$ cat config.mk
export PLATFORM = sky130hd
export DESIGN_NAME = mc_ctrl_fsm
export DESIGN_NICKNAME = d
export VERILOG_FILES = /design/src/rtl/ctrl_pkg.sv /design/src/rtl/ctrl_decode.sv /design/src/rtl/mc_ctrl_fsm.sv
export SDC_FILE = /design/constraint.sdc
export NUM_CORES = 1
export LEC_CHECK = 0
export ABC_AREA = 1
export BUFFER_PORTS_ARGS = -buffer_cell sky130_fd_sc_hd__buf_4
export CAP_MARGIN = 30
export CORE_ASPECT_RATIO = 0.7
export CORE_MARGIN = 8
export CORE_UTILIZATION = 45
export DETAILED_ROUTE_END_ITERATION = 10
export HOLD_SLACK_MARGIN = 0.15
export PLACE_DENSITY = 0.91
export SETUP_SLACK_MARGIN = 0.3
export SLEW_MARGIN = 20
export SYNTH_ARGS = -nofsm -noshare
export SYNTH_HDL_FRONTEND = slang
export SYNTH_SLANG_ARGS = --single-unit
$ cat constraint.sdc
create_clock -name clk -period 1.9 [get_ports clk]
set_input_delay 0.38 -clock clk [delete_from_list [all_inputs] [get_ports clk]]
set_output_delay 0.38 -clock clk [all_outputs]
set_load 0.05 [all_outputs]
$ cat src/rtl/ctrl_pkg.sv
// Shared types and encodings for the multicycle RV64I control unit.
// The trap states exist only when CTRL_TRAP_EN is defined.
package ctrl_pkg;

    typedef enum logic [3:0] {
        S_RESET     = 4'd0,
        S_FETCH     = 4'd1,
        S_DECODE    = 4'd2,
        S_EXEC_R    = 4'd3,
        S_EXEC_I    = 4'd4,
        S_SHIFT     = 4'd5,
        S_ADDR      = 4'd6,
        S_MEM_RD    = 4'd7,
        S_MEM_WB    = 4'd8,
        S_MEM_WR    = 4'd9,
        S_BRANCH    = 4'd10,
        S_JALR      = 4'd11,
        S_LUI       = 4'd12
`ifdef CTRL_TRAP_EN
        ,
        S_TRAP_SAVE = 4'd13,
        S_TRAP_JUMP = 4'd14
`endif
    } state_t;

    typedef enum logic [3:0] {
        C_ADD, C_SUB, C_AND, C_SLT, C_ADDI, C_SLTI, C_SLLI, C_SRLI,
        C_SRAI, C_LD, C_SD, C_BEQ, C_BNE, C_JALR, C_LUI, C_ILLEGAL
    } iclass_t;

    localparam logic [6:0] OP_R      = 7'b0110011;
    localparam logic [6:0] OP_IMM    = 7'b0010011;
    localparam logic [6:0] OP_LOAD   = 7'b0000011;
    localparam logic [6:0] OP_STORE  = 7'b0100011;
    localparam logic [6:0] OP_BRANCH = 7'b1100011;
    localparam logic [6:0] OP_JALR   = 7'b1100111;
    localparam logic [6:0] OP_LUI    = 7'b0110111;

    localparam logic [2:0] F3_ADD = 3'b000;
    localparam logic [2:0] F3_SLL = 3'b001;
    localparam logic [2:0] F3_SLT = 3'b010;
    localparam logic [2:0] F3_D   = 3'b011;
    localparam logic [2:0] F3_SR  = 3'b101;
    localparam logic [2:0] F3_AND = 3'b111;
    localparam logic [2:0] F3_BEQ = 3'b000;
    localparam logic [2:0] F3_BNE = 3'b001;

    localparam logic [6:0] F7_BASE = 7'b0000000;
    localparam logic [6:0] F7_ALT  = 7'b0100000;
    localparam logic [5:0] F6_SRL  = 6'b000000;
    localparam logic [5:0] F6_SRA  = 6'b010000;

    localparam logic [2:0] ALU_PASS = 3'd0;
    localparam logic [2:0] ALU_ADD  = 3'd1;
    localparam logic [2:0] ALU_SUB  = 3'd2;
    localparam logic [2:0] ALU_AND  = 3'd3;

    localparam logic [2:0] WB_ALU   = 3'd0;
    localparam logic [2:0] WB_MDR   = 3'd1;
    localparam logic [2:0] WB_IMM   = 3'd2;
    localparam logic [2:0] WB_LT    = 3'd3;
    localparam logic [2:0] WB_SHIFT = 3'd4;
    localparam logic [2:0] WB_PC    = 3'd5;

    localparam logic [1:0] PC_ALU    = 2'd0;
    localparam logic [1:0] PC_ALUOUT = 2'd1;
    localparam logic [1:0] PC_TRAP   = 2'd2;

    localparam logic [2:0] IMM_I  = 3'd0;
    localparam logic [2:0] IMM_S  = 3'd1;
    localparam logic [2:0] IMM_SB = 3'd2;
    localparam logic [2:0] IMM_U  = 3'd3;

    localparam logic [1:0] B_REG  = 2'd0;
    localparam logic [1:0] B_FOUR = 2'd1;
    localparam logic [1:0] B_IMM  = 2'd2;

    localparam logic [1:0] SH_SLL = 2'd0;
    localparam logic [1:0] SH_SRL = 2'd1;
    localparam logic [1:0] SH_SRA = 2'd2;

    function automatic state_t dispatch(input iclass_t c);
        state_t s;
        case (c)
            C_ADD, C_SUB, C_AND, C_SLT: s = S_EXEC_R;
            C_ADDI, C_SLTI:             s = S_EXEC_I;
            C_SLLI, C_SRLI, C_SRAI:     s = S_SHIFT;
            C_LD, C_SD:                 s = S_ADDR;
            C_BEQ, C_BNE:               s = S_BRANCH;
            C_JALR:                     s = S_JALR;
            C_LUI:                      s = S_LUI;
`ifdef CTRL_TRAP_EN
            default:                    s = S_TRAP_SAVE;
`else
            default:                    s = S_FETCH;
`endif
        endcase
        return s;
    endfunction

endpackage

$ cat src/rtl/ctrl_decode.sv
// Combinational instruction classifier: maps the IR word onto an
// instruction class plus an illegal flag for the control FSM.
module ctrl_decode
    import ctrl_pkg::*;
(
    input  logic [31:0] instr,
    output iclass_t     iclass,
    output logic        illegal
);

    logic [6:0] opcode;
    logic [2:0] f3;
    logic [6:0] f7;
    logic [5:0] f6;
    logic       unused_fields;

    assign opcode = instr[6:0];
    assign f3     = instr[14:12];
    assign f7     = instr[31:25];
    assign f6     = instr[31:26];
    assign unused_fields = ^{instr[24:15], instr[11:7]};

    always_comb begin
        iclass = C_ILLEGAL;
        case (opcode)
            OP_R: begin
                if (f3 == F3_ADD && f7 == F7_BASE)      iclass = C_ADD;
                else if (f3 == F3_ADD && f7 == F7_ALT)  iclass = C_SUB;
                else if (f3 == F3_AND && f7 == F7_BASE) iclass = C_AND;
                else if (f3 == F3_SLT && f7 == F7_BASE) iclass = C_SLT;
            end
            OP_IMM: begin
                case (f3)
                    F3_ADD:  iclass = C_ADDI;
                    F3_SLT:  iclass = C_SLTI;
                    F3_SLL:  iclass = C_SLLI;
                    F3_SR: begin
                        if (f6 == F6_SRL)      iclass = C_SRLI;
                        else if (f6 == F6_SRA) iclass = C_SRAI;
                    end
                    default: iclass = C_ILLEGAL;
                endcase
            end
            OP_LOAD:   if (f3 == F3_D) iclass = C_LD;
            OP_STORE:  if (f3 == F3_D) iclass = C_SD;
            OP_BRANCH: begin
                if (f3 == F3_BEQ)      iclass = C_BEQ;
                else if (f3 == F3_BNE) iclass = C_BNE;
            end
            OP_JALR:   if (f3 == 3'b000) iclass = C_JALR;
            OP_LUI:    iclass = C_LUI;
            default:   iclass = C_ILLEGAL;
        endcase
        illegal = (iclass == C_ILLEGAL);
    end

endmodule

$ cat src/rtl/mc_ctrl_fsm.sv
// Multicycle RV64I control FSM with a MEM_LAT-cycle memory wait counter.
// Define CTRL_TRAP_EN to route illegal instructions through the trap states.
module mc_ctrl_fsm
    import ctrl_pkg::*;
#(
    parameter  int MEM_LAT = 1,
    localparam int CNT_W   = $clog2(MEM_LAT + 1)
) (
    input  logic        clk,
    input  logic        reset,
    input  logic [31:0] instr,
    input  logic        alu_zero,
    output logic        imem_read,
    output logic        dmem_read,
    output logic        dmem_write,
    output logic        ir_load,
    output logic        a_load,
    output logic        b_load,
    output logic        aluout_load,
    output logic        mdr_load,
    output logic        reg_write,
    output logic        pc_write,
    output logic [1:0]  pc_src,
    output logic        alu_a_sel,
    output logic [1:0]  alu_b_sel,
    output logic [2:0]  alu_op,
    output logic [2:0]  imm_type,
    output logic [1:0]  shift_sel,
    output logic [2:0]  wb_sel,
    output logic        epc_load,
    output logic        illegal,
    output logic [3:0]  state_dbg
);

    localparam logic [CNT_W-1:0] LAST_CNT = CNT_W'(MEM_LAT - 1);

    state_t           state;
    logic [CNT_W-1:0] cnt;
    iclass_t          iclass;
    logic             dec_illegal;
    logic             last;

    ctrl_decode u_decode (
        .instr   (instr),
        .iclass  (iclass),
        .illegal (dec_illegal)
    );

    assign last = (cnt == LAST_CNT);

    // Counter is cleared on every transition, so it is 0 on entry to each wait state.
    always_ff @(posedge clk or posedge reset) begin
        if (reset) begin
            state <= S_RESET;
            cnt   <= '0;
        end else begin
            cnt <= '0;
            case (state)
                S_RESET:  state <= S_FETCH;
                S_FETCH:  if (last) state <= S_DECODE; else cnt <= cnt + 1'b1;
                S_DECODE: state <= dispatch(iclass);
                S_ADDR:   state <= (iclass == C_SD) ? S_MEM_WR : S_MEM_RD;
                S_MEM_RD: if (last) state <= S_MEM_WB; else cnt <= cnt + 1'b1;
                S_MEM_WR: if (last) state <= S_FETCH;  else cnt <= cnt + 1'b1;
`ifdef CTRL_TRAP_EN
                S_TRAP_SAVE: state <= S_TRAP_JUMP;
`endif
                default:  state <= S_FETCH;
            endcase
        end
    end

    always_comb begin
        imem_read   = 1'b0;
        dmem_read   = 1'b0;
        dmem_write  = 1'b0;
        ir_load     = 1'b0;
        a_load      = 1'b0;
        b_load      = 1'b0;
        aluout_load = 1'b0;
        mdr_load    = 1'b0;
        reg_write   = 1'b0;
        pc_write    = 1'b0;
        pc_src      = PC_ALU;
        alu_a_sel   = 1'b0;
        alu_b_sel   = B_REG;
        alu_op      = ALU_PASS;
        imm_type    = IMM_I;
        shift_sel   = SH_SLL;
        wb_sel      = WB_ALU;
        epc_load    = 1'b0;
        illegal     = 1'b0;
        state_dbg   = state;
        case (state)
            S_FETCH: begin
                imem_read = 1'b1;
                if (last) begin
                    ir_load   = 1'b1;
                    pc_write  = 1'b1;
                    alu_b_sel = B_FOUR;
                    alu_op    = ALU_ADD;
                end
            end
            S_DECODE: begin
                a_load      = 1'b1;
                b_load      = 1'b1;
                aluout_load = 1'b1;
                alu_b_sel   = B_IMM;
                imm_type    = IMM_SB;
                alu_op      = ALU_ADD;
                illegal     = dec_illegal;
            end
            S_EXEC_R: begin
                alu_a_sel = 1'b1;
                reg_write = 1'b1;
                case (iclass)
                    C_SUB:   alu_op = ALU_SUB;
                    C_AND:   alu_op = ALU_AND;
                    C_SLT:   wb_sel = WB_LT;
                    default: alu_op = ALU_ADD;
                endcase
            end
            S_EXEC_I: begin
                alu_a_sel = 1'b1;
                alu_b_sel = B_IMM;
                reg_write = 1'b1;
                if (iclass == C_SLTI) wb_sel = WB_LT;
                else                  alu_op = ALU_ADD;
            end
            S_SHIFT: begin
                wb_sel    = WB_SHIFT;
                reg_write = 1'b1;
                if (iclass == C_SRAI)      shift_sel = SH_SRA;
                else if (iclass == C_SRLI) shift_sel = SH_SRL;
            end
            S_ADDR: begin
                alu_a_sel   = 1'b1;
                alu_b_sel   = B_IMM;
                imm_type    = (iclass == C_SD) ? IMM_S : IMM_I;
                alu_op      = ALU_ADD;
                aluout_load = 1'b1;
            end
            S_MEM_RD: begin
                dmem_read = 1'b1;
                mdr_load  = last;
            end
            S_MEM_WB: begin
                wb_sel    = WB_MDR;
                reg_write = 1'b1;
            end
            S_MEM_WR: dmem_write = 1'b1;
            S_BRANCH: begin
                alu_a_sel = 1'b1;
                alu_op    = ALU_SUB;
                pc_src    = PC_ALUOUT;
                pc_write  = (iclass == C_BNE) ? ~alu_zero : alu_zero;
            end
            // Link and jump share one cycle; the target uses the latched A register.
            S_JALR: begin
                wb_sel    = WB_PC;
                reg_write = 1'b1;
                alu_a_sel = 1'b1;
                alu_b_sel = B_IMM;
                alu_op    = ALU_ADD;
                pc_write  = 1'b1;
            end
            S_LUI: begin
                imm_type  = IMM_U;
                wb_sel    = WB_IMM;
                reg_write = 1'b1;
            end
`ifdef CTRL_TRAP_EN
            S_TRAP_SAVE: begin
                alu_b_sel = B_FOUR;
                alu_op    = ALU_SUB;
                epc_load  = 1'b1;
            end
            S_TRAP_JUMP: begin
                pc_src   = PC_TRAP;
                pc_write = 1'b1;
            end
`endif
            default: ;
        endcase
    end

endmodule

==> impl_metrics.ini, run 1 <==
[run_status]
lastStage = clock tree synthesis
error = [ERROR DPL-0038] Utilization greater than 100%, impossible to legalize
status = did not finish

[synth]
synthFlopType = dfrtp_1
synth_commonest_cells = nand2_1 (65), nor2_1 (44), inv_1 (30)
synth-seq-cells = 4
seq_area_frac_synth_pct = 8.57
synth_area_leaders = nand2_1 (21%), nor2_1 (14%), nand3_1 (12%)
postSynthCellCount = 227
synth_edf_count = 0
avgSynthCellArea_um2 = 5.14
synth_area_leader_cell = nand2_1
synthArstFlopShare_pct = 100
yosysMostFrequentCell = nand2_1
syn_area_um2 = 1170
yosys_warnings = 0
ys_types = 25
netlist.area_leader.share_pct = 20.9

[clock_tree]
clockBufferDepth = 2
root_buffer = clkbuf_8
cts_resized = 124
cts_buffers = 3
cts.sinks = 4
cts_hold_buffers = 1
post_cts.repair.setup_buffers = 22
cts_max_level = 1

[floorplan]
chipHeight_um = 58.6
initial_utilization_pct = 47.5
die_width_um = 76.9
ios = 67
rows = 15

[placed_design]
gp_congestion = 0.989
portBuffers = 47
dp_hpwl_mm = 3.94
-- logic make-up after synthesis --
logic type,count (synthesis),synth area share [%]
compound gates,10,6.00
flops,4,8.57
simple gates,170,69.3
other cells,1,0.321
buf+inv,42,15.8
-- stage by stage --
stage | utilization [%] | worst slack [ps] | std cells | area [µm²] | setup TNS, ps
after detailed placement | 82.4 | -555 | 329 | 2030 | -4510
after global placement | 82.4 | -472 | 329 | 2030 | -3840
after floorplan | - | -218 | 230 | 1490 | -1640
==> run 2: changes to the inputs <==
--- a/config.mk
+++ b/config.mk
@@ -8,13 +8,10 @@
 export ABC_AREA = 1
 export BUFFER_PORTS_ARGS = -buffer_cell sky130_fd_sc_hd__buf_4
 export CAP_MARGIN = 30
-export CORE_ASPECT_RATIO = 0.7
-export CORE_MARGIN = 8
-export CORE_UTILIZATION = 45
+export CORE_AREA = 8 8 69 71
 export DETAILED_ROUTE_END_ITERATION = 10
-export HOLD_SLACK_MARGIN = 0.15
-export PLACE_DENSITY = 0.91
-export SETUP_SLACK_MARGIN = 0.3
+export DIE_AREA = 0 0 77 79
+export PLACE_DENSITY_LB_ADDON = 0.15
 export SLEW_MARGIN = 20
 export SYNTH_ARGS = -nofsm -noshare
 export SYNTH_HDL_FRONTEND = slang
==> run 2 against run 1 <==
Synthesized area did not move. Synthesized cell count is the same. The flow now finishes, with violations (negative setup slack).
==> impl_metrics.ini, run 2 <==
[detailed_routing]
drtIter0Drc = 48
top_layer = met4
wl_met2_mm = 2.39
dr_wl_met3_um = 178
wl_met1_mm = 1.73
postRouteAntennaNets = 0
vias = 1678
drc = 0
drtPass1Iterations = 4
wl_per_cell_um = 11.6
routed_via_density = 4.52
routed_wirelength_mm = 4.32

[synth]
seq_area_frac_synth_pct = 8.57
ys_types = 25
synthArstFlopShare_pct = 100
postSynthCellCount = 227
synth_edf_count = 0
yosys_warnings = 0
synth-seq-cells = 4
syn_area_um2 = 1170
synth_commonest_cells = nand2_1 (65), nor2_1 (44), inv_1 (30)
synth_area_leaders = nand2_1 (21%), nor2_1 (14%), nand3_1 (12%)
yosysMostFrequentCell = nand2_1
synth_area_leader_cell = nand2_1
netlist.area_leader.share_pct = 20.9
avgSynthCellArea_um2 = 5.14
synthFlopType = dfrtp_1

[placed_design]
gp_congestion = 0.843
dp_hpwl_mm = 3.52
dp_slack_ps = -489
portBuffers = 47

[timing]
hold_viol = 0
skew_ps = 0.652
fmax_mhz = 438
slew_violations = 0
rsz0062_at_grt = true
setup_ws_ps = -382
min_period_over_period_pct = 120
setup_viol = 9
layout_min_cycle_time_ps = 2280

[power_and_ir_drop]
powerDensity_nw_per_um2 = 792
p_leak_uw = 0.00122
ir_drop_mv = 0.452
power_uw = 1980

[critical_path]
end_kind = primary output
reg2reg_slack_ps = 470
critPathSlowestCell = nand4_1
cp.arrival_ps = 1900
crit_chain = buf_8 > inv_6 > nand2_4 > nor2_4 > buf_4 > nand3_4 > nand3_2 > nor2_4 > buf_6 > nor2_4 > nand4_1 > nand3_4 > buf_8
start_kind = input port
path_buf_inv = 5
path_class = input port to primary output
path_depth = 13
crit_path_end = wb_sel[0]
r2r-start = state_dbg[3]
cpPeakStageDelay_ps = 240
cp_top_family = simple AND/OR/NAND/NOR gates
cp_common_cell = nor2_4
r2r-end = state_dbg[2]
worstPathRequired_ps = 1520
worstPathMaxFanout = 5
startpoint = instr[2]
r2r_cells = 9

[floorplan]
rows = 23
dieArea_um2 = 6080
initial_utilization_pct = 30.7
die_width_um = 77
ios = 67
chipHeight_um = 79
core_area_um2 = 3800

[grt]
grt_start_max_net_pins = 7
grt_overflow = 0
grt_pass1_wl_mm = 7.31
antenna_found_initial = 0
track_usage_pct = 13.9
grt_pass1_vias = 1665

[final_layout]
diodes = 0
nFillCells = 368
nNetsFinal = 358
largest_reg_flops = 4
syn_to_final_growth_pct = 114
multi_input_area_um2 = 1310
regArea_um2 = 105
layout_common_cells = buf_4 (69), nand2_1 (45), buf_6 (21)
final_layout_size_suffix_gt1_share_pct = 65.1
layout_commonest_cell = buf_4

[clock_tree]
cts_tree = done
cts_buffers = 3
cts.sinks = 4
clockBufferDepth = 2
clock_latency_ps = 210
clk_pin_slew_ps = 30
root_buffer = clkbuf_8
cts_max_level = 1

[run_status]
failed_checks = negative setup slack
status = finished with violations

[min_path]
hold_class = input port to asynchronous set/reset pin

[flow_run]
maxCapViolations = 0
run 2: cell counts after synthesis:
Identical to the previous run, type by type.
run 2: cell families after synthesis:
| group | count (synthesis) | synth area share [%] |
|---|---|---|
| other cells | 1 | 0.321 |
| compound gates | 10 | 6.00 |
| flops | 4 | 8.57 |
| buf+inv | 42 | 15.8 |
| simple gates | 170 | 69.3 |
run 2: per-stage QoR:
step / hold slack, ps / util [%] / instance area (µm²) / std cells / setup TNS (ps)
2_1_floorplan: 146 / - / 1440 / 230 / -1790
3_3_place_gp: 272 / 53.3 / 2020 / 350 / -3840
3_5_place_dp: 278 / 53.3 / 2020 / 350 / -4020
4_1_cts: 54.3 / 61.6 / 2340 / 365 / -2860
5_1_grt: 59.9 / 65.8 / 2500 / 371 / -4150
6_report: 51.9 / 65.8 / 2500 / 371 / -3060
run 2: worst min path at each step:
stage / slack [ps] / end / startpoint / depth (start not counted)
3_3_place_gp: 270 / state_dbg[3] / reset / 2
6_report: 50 / state_dbg[0] / reset / 2
5_1_grt: 60 / state_dbg[0] / reset / 2
4_1_cts: 50 / state_dbg[0] / reset / 2
3_5_place_dp: 280 / state_dbg[0] / reset / 2
2_1_floorplan: 150 / state_dbg[0] / reset / 1
run 2: cell type report:
cell class / instances / area share, %
inverter: 35 / 5.96
clock buffer: 3 / 1.65
sequential: 4 / 4.20
multi-input combinational: 184 / 52.5
timing repair buffer: 95 / 33.2
tap: 50 / 2.50
run 2: power breakdown:
| part | internal [µW] | switching (µW) |
|---|---|---|
| clock network | 134 | 38.0 |
| registers | 116 | 31.4 |
| logic | 533 | 1130 |
run 2: metal layers:
metal	vias up	global-route usage [%]
met5	-	0
met4	0	2.83
met3	2	2.37
met2	35	26.0
met1	742	16.2
li1	899	-
run 2: repair_timing:
action	CTS	global route
buffers inserted	12	6
pin swaps	24	18
hold buffers	0	0
resized for setup	52	32
endpoints found under the setup margin	11	18
gates cloned	0	0
run 2: worst reg2reg max path, delay by kind of cell, from the launching register on:
kind                   cells  cell delay [ps]
flip-flops                 1              430
AO/OA/AOI/OAI              1              110
buffers and inverters      3              430
AND/OR/NAND/NOR            5              400
Power figures use the tool's default switching activity.
